### config.mk
export PLATFORM = sky130hd
export DESIGN_NAME = gpr_transfer_ctrl_flat
export DESIGN_NICKNAME = d
export VERILOG_FILES = /design/src/rtl/gpr_transfer_ctrl_pkg.sv /design/src/rtl/gpr_transfer_ctrl_if.sv /design/src/rtl/gpr_transfer_ctrl_outdec.sv /design/src/rtl/gpr_transfer_ctrl.sv /design/src/flat_wrapper.sv
export SDC_FILE = /design/constraint.sdc
export NUM_CORES = 1
export LEC_CHECK = 0
export BUFFER_PORTS_ARGS = -buffer_cell sky130_fd_sc_hd__buf_4
export CORE_UTILIZATION = 46
export DETAILED_ROUTE_END_ITERATION = 8
export PLACE_DENSITY = 0.85
export SYNTH_ARGS = -nofsm -noshare
export SYNTH_HDL_FRONTEND = slang
export SYNTH_SLANG_ARGS = --single-unit
### constraint.sdc
create_clock -name clk -period 1.4 [get_ports clk]
set_input_delay 0.07 -clock clk [delete_from_list [all_inputs] [get_ports clk]]
set_output_delay 0.07 -clock clk [all_outputs]
set_load 0.01 [all_outputs]
### src/rtl/gpr_transfer_ctrl_pkg.sv
// Shared constants, op codes, state encoding and control-line bundle for gpr_transfer_ctrl.
// Optional swap support is selected by the GPR_TRANSFER_SWAP_EN macro.
package gpr_ctrl_pkg;

  localparam int unsigned NUM_REGS = 8;
  localparam int unsigned SEL_W    = 3;
  localparam int unsigned OP_W     = 2;
  localparam int unsigned TMP_W    = 2;
  localparam int unsigned STATE_W  = 4;

  typedef enum logic [OP_W-1:0] {
    OP_NOP  = 2'b00,
    OP_MOV  = 2'b01,
    OP_LDI  = 2'b10,
    OP_SWAP = 2'b11
  } op_e;

  localparam logic [3:0] ST_IDLE     = 4'd0;
  localparam logic [3:0] ST_MOV_RD   = 4'd1;
  localparam logic [3:0] ST_MOV_WR   = 4'd2;
  localparam logic [3:0] ST_LDI_WR   = 4'd3;
  localparam logic [3:0] ST_SWP_A    = 4'd4;
  localparam logic [3:0] ST_SWP_B    = 4'd5;
  localparam logic [3:0] ST_SWP_C    = 4'd6;
  localparam logic [3:0] ST_SWP_D    = 4'd7;
  localparam logic [3:0] ST_NOP_DONE = 4'd8;

`ifdef GPR_TRANSFER_SWAP_EN
  localparam bit SWAP_EN = 1'b1;
`else
  localparam bit SWAP_EN = 1'b0;
`endif

  // Everything the controller drives toward the register file, bus and decoder.
  typedef struct packed {
    logic [SEL_W-1:0] regsel;
    logic             rin;
    logic             rout;
    logic [TMP_W-1:0] tmpin;
    logic [TMP_W-1:0] tmpout;
    logic             immout;
    logic             busy;
    logic             done;
    logic             err;
  } ctrl_t;

endpackage

### src/rtl/gpr_transfer_ctrl_if.sv
// Decoder handshake plus register-file/bus control lines of gpr_transfer_ctrl.
interface gpr_transfer_ctrl_if;
  import gpr_ctrl_pkg::*;

  logic [OP_W-1:0]  op;
  logic             start;
  logic [SEL_W-1:0] rs;
  logic [SEL_W-1:0] rd;
  logic [SEL_W-1:0] regSel;
  logic             Rin;
  logic             Rout;
  logic [TMP_W-1:0] tmpIn;
  logic [TMP_W-1:0] tmpOut;
  logic             immOut;
  logic             busy;
  logic             done;
  logic             err;

  // Requester side (instruction decoder / environment).
  modport master (
    output start, op, rs, rd,
    input  regSel, Rin, Rout, tmpIn, tmpOut, immOut, busy, done, err
  );

  // Controller side.
  modport slave (
    input  start, op, rs, rd,
    output regSel, Rin, Rout, tmpIn, tmpOut, immOut, busy, done, err
  );
endinterface

### src/rtl/gpr_transfer_ctrl_outdec.sv
// Control-line decoder: maps a sequencer state and latched operands to bus/register enables.
// SWP state decode is present only when GPR_TRANSFER_SWAP_EN is defined.
module gpr_ctrl_outdec
  import gpr_ctrl_pkg::*;
(
  input  logic [STATE_W-1:0] state,
  input  logic [OP_W-1:0]    op,
  input  logic [SEL_W-1:0]   rs,
  input  logic [SEL_W-1:0]   rd,
  output ctrl_t              ctrl_c
);

  always_comb begin
    ctrl_c      = '0;
    ctrl_c.busy = (state != ST_IDLE);
    case (state)
      ST_MOV_RD: begin
        ctrl_c.regsel = rs;
        ctrl_c.rout   = 1'b1;
        ctrl_c.tmpin  = 2'b01;
      end
      ST_MOV_WR: begin
        ctrl_c.regsel = rd;
        ctrl_c.tmpout = 2'b01;
        ctrl_c.rin    = 1'b1;
        ctrl_c.done   = 1'b1;
      end
      ST_LDI_WR: begin
        ctrl_c.regsel = rd;
        ctrl_c.immout = 1'b1;
        ctrl_c.rin    = 1'b1;
        ctrl_c.done   = 1'b1;
      end
`ifdef GPR_TRANSFER_SWAP_EN
      // rs->T0, rd->T1, T1->rs, T0->rd
      ST_SWP_A: begin
        ctrl_c.regsel = rs;
        ctrl_c.rout   = 1'b1;
        ctrl_c.tmpin  = 2'b01;
      end
      ST_SWP_B: begin
        ctrl_c.regsel = rd;
        ctrl_c.rout   = 1'b1;
        ctrl_c.tmpin  = 2'b10;
      end
      ST_SWP_C: begin
        ctrl_c.regsel = rs;
        ctrl_c.tmpout = 2'b10;
        ctrl_c.rin    = 1'b1;
      end
      ST_SWP_D: begin
        ctrl_c.regsel = rd;
        ctrl_c.tmpout = 2'b01;
        ctrl_c.rin    = 1'b1;
        ctrl_c.done   = 1'b1;
      end
`endif
      ST_NOP_DONE: begin
        ctrl_c.done = 1'b1;
        ctrl_c.err  = !SWAP_EN && (op == OP_SWAP);
      end
      default: ;
    endcase
  end

endmodule

### src/rtl/gpr_transfer_ctrl.sv
// Register-file transfer micro-sequencer: MOV, LDI and (with GPR_TRANSFER_SWAP_EN) SWAP
// over a single shared bus, one transfer per cycle.
module gpr_transfer_ctrl
  import gpr_ctrl_pkg::*;
(
  input  logic                clk,
  input  logic                rst,
  gpr_transfer_ctrl_if.slave  bus
);

  logic [STATE_W-1:0] state_q, state_d;
  logic [OP_W-1:0]    op_q, op_d;
  logic [SEL_W-1:0]   rs_q, rs_d;
  logic [SEL_W-1:0]   rd_q, rd_d;
  ctrl_t              ctrl_c, ctrl_q;

  // State, operand latches and outputs; outputs are decoded from the next state so they
  // line up with the state they belong to while still coming straight from flops.
  always_ff @(posedge clk) begin
    if (rst) begin
      state_q <= ST_IDLE;
      op_q    <= '0;
      rs_q    <= '0;
      rd_q    <= '0;
      ctrl_q  <= '0;
    end else begin
      state_q <= state_d;
      op_q    <= op_d;
      rs_q    <= rs_d;
      rd_q    <= rd_d;
      ctrl_q  <= ctrl_c;
    end
  end

  // Next state; operands are only captured on an accepted start.
  always_comb begin
    state_d = state_q;
    op_d    = op_q;
    rs_d    = rs_q;
    rd_d    = rd_q;
    case (state_q)
      ST_IDLE: begin
        if (bus.start) begin
          op_d = bus.op;
          rs_d = bus.rs;
          rd_d = bus.rd;
          case (bus.op)
            OP_MOV:  state_d = ST_MOV_RD;
            OP_LDI:  state_d = ST_LDI_WR;
`ifdef GPR_TRANSFER_SWAP_EN
            OP_SWAP: state_d = ST_SWP_A;
`endif
            default: state_d = ST_NOP_DONE;
          endcase
        end
      end
      ST_MOV_RD: state_d = ST_MOV_WR;
`ifdef GPR_TRANSFER_SWAP_EN
      ST_SWP_A:  state_d = ST_SWP_B;
      ST_SWP_B:  state_d = ST_SWP_C;
      ST_SWP_C:  state_d = ST_SWP_D;
`endif
      default:   state_d = ST_IDLE;
    endcase
  end

  gpr_ctrl_outdec u_outdec (
    .state  (state_d),
    .op     (op_d),
    .rs     (rs_d),
    .rd     (rd_d),
    .ctrl_c (ctrl_c)
  );

  assign bus.regSel = ctrl_q.regsel;
  assign bus.Rin    = ctrl_q.rin;
  assign bus.Rout   = ctrl_q.rout;
  assign bus.tmpIn  = ctrl_q.tmpin;
  assign bus.tmpOut = ctrl_q.tmpout;
  assign bus.immOut = ctrl_q.immout;
  assign bus.busy   = ctrl_q.busy;
  assign bus.done   = ctrl_q.done;
  assign bus.err    = ctrl_q.err;

endmodule

### src/flat_wrapper.sv
// flat-port wrapper written by rule: the top's interface ports become plain ports
module gpr_transfer_ctrl_flat import gpr_ctrl_pkg::*;
  (clk, rst, bus_start, bus_op, bus_rs, bus_rd, bus_regSel, bus_Rin, bus_Rout, bus_tmpIn, bus_tmpOut, bus_immOut, bus_busy, bus_done, bus_err);
  gpr_transfer_ctrl_if bus_i ();
  input  logic clk;
  input  logic rst;
  input wire logic [$bits(bus_i.start)-1:0] bus_start;
  input wire logic [$bits(bus_i.op)-1:0] bus_op;
  input wire logic [$bits(bus_i.rs)-1:0] bus_rs;
  input wire logic [$bits(bus_i.rd)-1:0] bus_rd;
  output wire logic [$bits(bus_i.regSel)-1:0] bus_regSel;
  output wire logic [$bits(bus_i.Rin)-1:0] bus_Rin;
  output wire logic [$bits(bus_i.Rout)-1:0] bus_Rout;
  output wire logic [$bits(bus_i.tmpIn)-1:0] bus_tmpIn;
  output wire logic [$bits(bus_i.tmpOut)-1:0] bus_tmpOut;
  output wire logic [$bits(bus_i.immOut)-1:0] bus_immOut;
  output wire logic [$bits(bus_i.busy)-1:0] bus_busy;
  output wire logic [$bits(bus_i.done)-1:0] bus_done;
  output wire logic [$bits(bus_i.err)-1:0] bus_err;
  assign bus_i.start = bus_start;
  assign bus_i.op = bus_op;
  assign bus_i.rs = bus_rs;
  assign bus_i.rd = bus_rd;
  assign bus_regSel = bus_i.regSel;
  assign bus_Rin = bus_i.Rin;
  assign bus_Rout = bus_i.Rout;
  assign bus_tmpIn = bus_i.tmpIn;
  assign bus_tmpOut = bus_i.tmpOut;
  assign bus_immOut = bus_i.immOut;
  assign bus_busy = bus_i.busy;
  assign bus_done = bus_i.done;
  assign bus_err = bus_i.err;
  gpr_transfer_ctrl u_core (.clk(clk), .rst(rst), .bus(bus_i));
endmodule
==> summary.md, run 1 <==
| Metric | Value |
|---|---|
| Critical Path End Type | register |
| R2R setup slack | 0.18 ns |
| Skew final | 0.00431 ns |
| Unrepaired setup endpoints after global routing | false |
| Worst path cell trace | nor3_4 -> nand2b_1 -> nor4_4 |
| RePlAce Congestion | 0.790 |
| Lkg Pwr | 0.379 nW |
| Worst path max stage delay | 0.34 ns |
| Floorplan core area | 1370 um2 |
| Critical-path top delay cell | dfxtp_1 |
| Share of cells above drive strength 1 | 34.8% |
| Die Wd | 41.1 um |
| Skew-Pair Late Insertion Delay | 0.29 ns |
| Crit path max fanout | 9 |
| Diodes inserted | 0 |
| # nets final | 105 |
| # Post-CTS Setup Buffers | 0 |
| Max Clk Rate | 0.817 GHz |
| DR WL/cell | 12.9 um |
| Antenna violations before repair | 0 |
| Final Cell Area | 887 um2 |
| DRC errors left | 0 |
| Fin crit share | 87.4% |
| Post-synth EDFFs | 0 |
| Fin crit period | 1.22 ns |
| CTS tree | yes |
| Gr usage total | 19.5% |
| First-pass GRT wire length | 2090 um |
| Hold Vio Cnt, Final | 0 |
| Layout area overhead | 26.2% |
| Port bufs | 21 |
| Rows | 13 |
| Count leader, synth | dfxtp_1 |
| WP data arrival | 1.43 ns |
| XOR/XNOR share of the synthesized area | 1.25% |
| Adder-cell share of the synthesized area | 1.78% |
| Setup total negative slack | 0 ns |
| Ports | 24 |
| H-Tree Depth | 1 |
| Setup violations, final | 0 |
| Post-Syn Area per Cell | 9.90 um2 |
| Initial drt markers | 24 |
| Resize count post-CTS | 0 |
| Largest family of logic cells by synthesized area | simple AND/OR/NAND/NOR gates |
| CP top delay family | simple AND/OR/NAND/NOR gates |
| WP data required | 1.61 ns |
| Post-synthesis sequential area ratio | 48.4% |
| Fill count | 122 |
| Largest register by flop count | u_core.state_q |
| Share of async-settable or async-resettable flops after synthesis | 0% |
| Status | complete, no violations |
| Clk slew on worst S/H paths | 0.10 ns |
| Routed Antenna Nets | 0 |
| Post-synthesis compound-gate area fraction | 10.5% |
| Max cap viols | 0 |
| Core Util, Final | 64.9% |
| Post-Syn Instances | 71 |
| Register area | 340 um2 |
| Via count | 588 |
| Final Slew Violations | 0 |
| Final HPWL DP | 984 um |
| Synth unique cells | 28 |
| Largest net degree at the start of global routing | 12 |
| Critical path launch point type | register |
| Buf/Inv on CP | 0 |
| Commonest cells post-synth | 17 x dfxtp_1, 7 x nor2_1, 6 x a21oi_1 |
| Mux cell area share after synthesis | 1.42% |
| Synth Cell Area | 703 um2 |
| Area share of and/or/nand/nor cells after synthesis | 27.6% |
| Vias per cell | 5.50 |
| Synth top area cells | dfxtp_1 48%, a21oi_1 4.3%, buf_4 4.3% |
| Die area | 1690 um2 |
| Initial Util | 51.5% |
| Hold Crit Class | input pin to register |
| Placed cell area | 850 um2 |
| CP Class | register to register |
| Die Span Y | 41.1 um |
| Clock tree root buffer cell | clkbuf_4 |
| Worst vdd ir | 613 uV |
| Dpl ws | 0.107 ns |
| Leading area contributor after synthesis | dfxtp_1 |
| Grt total ovfl | 0 |
| DRT Wirelength | 1380 um |
| Count of warnings emitted by yosys | 0 |
| Top-area cell type share of the netlist area | 48.4% |
| Multi-input logic area | 310 um2 |
| Seq cells post-synth | 17 |
| First-pass DRT Iterations | 5 |
| Final WS setup | 0.176 ns |
| Max reg flops | 4 |
| Clock Path Buffers | 2 |
| Main flop type after synthesis | dfxtp_1 |
| Vias in the first global route | 499 |
| Pwr/cell area | 1020 nW/um2 |
| # clock sinks | 17 |
| CTS buffer count | 3 |
==> per-stage QoR <==
| step | hold WS (ns) | power [mW] | std cells |
|---|---|---|---|
| after detailed placement | 0.305 | 0.650 | 102 |
| final | 0.0485 | 0.902 | 107 |
| after global placement | 0.304 | 0.648 | 102 |
| after global routing | 0.0492 | 0.946 | 107 |
| after CTS | 0.0388 | 0.910 | 107 |
| after floorplan | 0.141 | 0.607 | 73 |
==> per-layer routing <==
layer,GRT usage [%],wire [um]
met5,0,0
met2,33.6,679
met1,21.7,551
met3,3.26,114
met4,12.9,34
==> kinds of logic after synthesis <==
kind of cell / Yosys count
compound gates: 12
xor+xnor: 1
fa+ha+maj: 1
buf+inv: 11
flops: 17
mux: 1
other cells: 1
simple gates: 27
==> worst paths after layout <==
| kind | startpoint | cells after the start | to |
|---|---|---|---|
| min reg2reg | u_core.rd_q[1] | 2 | u_core.bus.regSel[1] |
| max | u_core.state_q[1] | 3 | u_core.bus.immOut |
| max reg2reg | u_core.state_q[1] | 3 | u_core.bus.immOut |
| min | bus_rs[0] | 3 | u_core.bus.regSel[0] |
==> tightest hold or removal path, cell delays in order <==
cell,delay (ns)
buf_4,0.08
a222oi_1,0.06
nor2_1,0.09
==> layout by cell type (no fill, tap or decap), types with 3 or more instances in the layout <==
master	count
a21oi_1	6
buf_4	23
clkbuf_4	3
conb_1	3
dfxtp_1	17
nand3_1	3
nor2_1	7
o21ai_0	3
==> what timing repair did <==
item	4_1_cts	5_1_grt
hold endpoints to repair	5	0
hold buffers	1	0
endpoints found under the setup margin	0	0
==> where the power goes <==
group          internal [mW]  leakage, nW  switching, mW
clock                  0.106       0.0177          0.152
sequential             0.499        0.138         0.0106
combinational         0.0664        0.223         0.0678
total                  0.671        0.379          0.230
==> final cells by class <==
type	instances	share of cell area [%]
Clock buffer	3	2.54
Multi-Input combinational cell	45	35.0
Tap cell	15	2.12
Timing Repair Buffer	24	20.6
Sequential cell	17	38.4
Inverter	2	0.846
Clock inverter	1	0.564
Note: power is estimated with default switching activity, not from simulation.
==> inputs of run 2 (changes only) <==
--- a/config.mk
+++ b/config.mk
@@ -6,9 +6,9 @@
 export NUM_CORES = 1
 export LEC_CHECK = 0
 export BUFFER_PORTS_ARGS = -buffer_cell sky130_fd_sc_hd__buf_4
-export CORE_UTILIZATION = 46
+export CORE_UTILIZATION = 35
 export DETAILED_ROUTE_END_ITERATION = 8
-export PLACE_DENSITY = 0.85
+export PLACE_DENSITY = 0.7
 export SYNTH_ARGS = -nofsm -noshare
 export SYNTH_HDL_FRONTEND = slang
 export SYNTH_SLANG_ARGS = --single-unit
==> run 2 against run 1 <==
First-iteration DRC count is 46% lower. Hold slack lost 0.012 ns. Core utilization shrank 15 points. Die area increased by 30%. Global-route usage down 5.7 points. Largest power group unchanged. Combinational power about the same.
==> summary.md, run 2 (synthesis results as in run 1) <==
| Metric | Value |
|---|---|
| DR WL/cell | 10.7 um (-17%) |
| Vias in the first global route | 487 (-2.4%) |
| Critical Path End Type | register |
| Vias per cell | 4.81 (-12%) |
| Clock Path Buffers | 2 (unchanged) |
| DRT Wirelength | 1260 um (-8.9%) |
| Skew-Pair Late Insertion Delay | 0.29 ns (about the same) |
| Fin crit share | 87.7% (+0.27 points) |
| First-pass DRT Iterations | 4 (-1) |
| Diodes inserted | 0 (unchanged) |
| Unrepaired setup endpoints after global routing | false |
| Initial Util | 39.0% (-12 points) |
| Ports | 24 (unchanged) |
| Critical path launch point type | register |
| Largest net degree at the start of global routing | 12 (unchanged) |
| Hold Slack | 0.0364 ns (-0.0121 ns) |
| CTS tree | yes |
| Fill count | 177 (+45%) |
| Port bufs | 21 (unchanged) |
| Worst path max stage delay | 0.34 ns (about the same) |
| Clk slew on worst S/H paths | 0.09 ns (about the same) |
| Hold Crit Class | input pin to register |
| DRC errors left | 0 (unchanged) |
| Buf/Inv on CP | 0 (unchanged) |
| Floorplan core area | 1800 um2 (+32%) |
| # Post-CTS Setup Buffers | 0 (unchanged) |
| Commonest non-fill, non-tap cell in the layout | buf_4 |
| Hold Vio Cnt, Final | 0 (unchanged) |
| Layout area overhead | 27.9% |
| Routed Antenna Nets | 0 (unchanged) |
| Rows | 15 (+2) |
| Final HPWL DP | 961 um (-2.4%) |
| Lkg Pwr | 0.379 nW (unchanged) |
| CP Class | register to register |
| Final Slew Violations | 0 (unchanged) |
| H-Tree Depth | 1 (unchanged) |
| Most frequent cells in the layout | 23 x buf_4, 17 x dfxtp_1, 7 x nor2_1, 6 x a21oi_1 |
| Initial drt markers | 13 (-46%) |
| Crit path max fanout | 9 (unchanged) |
| Status | complete, no violations |
| Setup violations, final | 0 (unchanged) |
| Max reg flops | 4 (unchanged) |
| First-pass GRT wire length | 2070 um (-0.96%) |
| Grt total ovfl | 0 (unchanged) |
| WP data required | 1.61 ns (about the same) |
| Pwr/cell area | 992 nW/um2 (-2.4%) |
| # nets final | 105 (unchanged) |
| Die area | 2190 um2 (+30%) |
| Largest register by flop count | u_core.state_q |
| # clock sinks | 17 (unchanged) |
| Setup total negative slack | 0 ns (unchanged) |
| Max cap viols | 0 (unchanged) |
| Fin crit period | 1.23 ns (+0.00377 ns) |
| Via count | 563 (-4.3%) |
| RePlAce Congestion | 0.810 (+2.6%) |
| WP data arrival | 1.44 ns (about the same) |
| Die Span Y | 46.8 um (+14%) |
| Worst path cell trace | nor3_4 -> nand2b_1 -> nor4_4 |
| CTS buffer count | 3 (unchanged) |
| Share of cells above drive strength 1 | 34.8% (unchanged) |
| Max Clk Rate | 0.814 GHz (-0.31%) |
| Skew final | 0.000527 ns (-0.00378 ns) |
| Antenna violations before repair | 0 (unchanged) |
| CP top delay family | simple AND/OR/NAND/NOR gates |
| Total power | 892 uW (-1.0%) |
| Critical-path top delay cell | dfxtp_1 |
| Gr usage total | 13.8% (-5.7 points) |
| Worst vdd ir | 804 uV (+31%) |
| Clock tree root buffer cell | clkbuf_4 |
| Die Wd | 46.8 um (+14%) |
==> run 2: path summary, 6_finish.rpt <==
kind	startpoint	cells after the start	to	slack [ns]
worst max register to register	u_core.state_q[1]	3	u_core.bus.immOut	0.17
worst min-delay path	bus_rs[2]	3	u_core.bus.regSel[2]	0.04
worst max-delay path	u_core.state_q[1]	3	u_core.bus.immOut	0.17
worst min register to register	u_core.rd_q[1]	2	u_core.bus.regSel[1]	0.48
==> run 2: power by group <==
part / switching, mW / total (mW) / internal (mW) / leakage [nW]
Combinational: 0.0656 / 0.132 / 0.0663 / 0.223
Sequential: 0.00989 / 0.509 / 0.499 / 0.138
Clock: 0.146 / 0.252 / 0.106 / 0.0177
Total: 0.221 / 0.892 / 0.671 / 0.379
==> run 2: repair_timing <==
item,4_1_cts,5_1_grt
hold buffers,1,0
resized for setup,0,0
endpoints found under the hold margin,4,0
==> run 2: stage by stage <==
stage,area (um2),std cells,worst slack (ns),util [%]
floorplan,711,73,0.246,-
global placement,862,112,0.155,47.8
detailed placement,862,112,0.135,47.8
CTS,900,117,0.155,49.9
global route,900,117,0.0599,49.9
finish,900,117,0.172,49.9
==> run 2: layout make-up <==
| cell class | count | area (um2) | area share (%) |
|---|---|---|---|
| Inverter | 2 | 7.51 | 0.834 |
| Timing Repair Buffer | 24 | 183 | 20.3 |
| Tap cell | 25 | 31.3 | 3.48 |
| Clock buffer | 3 | 22.5 | 2.50 |
| Multi-Input combinational cell | 45 | 310 | 34.5 |
| Clock inverter | 1 | 5.00 | 0.556 |
| Sequential cell | 17 | 340 | 37.8 |
==> run 2: worst min-delay path, delay by kind of cell <==
kind                   cells  cell delay, ns
AND/OR/NAND/NOR            1            0.08
AO/OA/AOI/OAI              1            0.07
buffers and inverters      1            0.08
==> run 2: metal layers <==
layer,vias up,track usage (%),routed length [um]
li1,284,-,-
met1,251,16.0,566
met2,26,21.4,569
met3,2,7.69,106
met4,0,5.14,13
met5,-,0,0
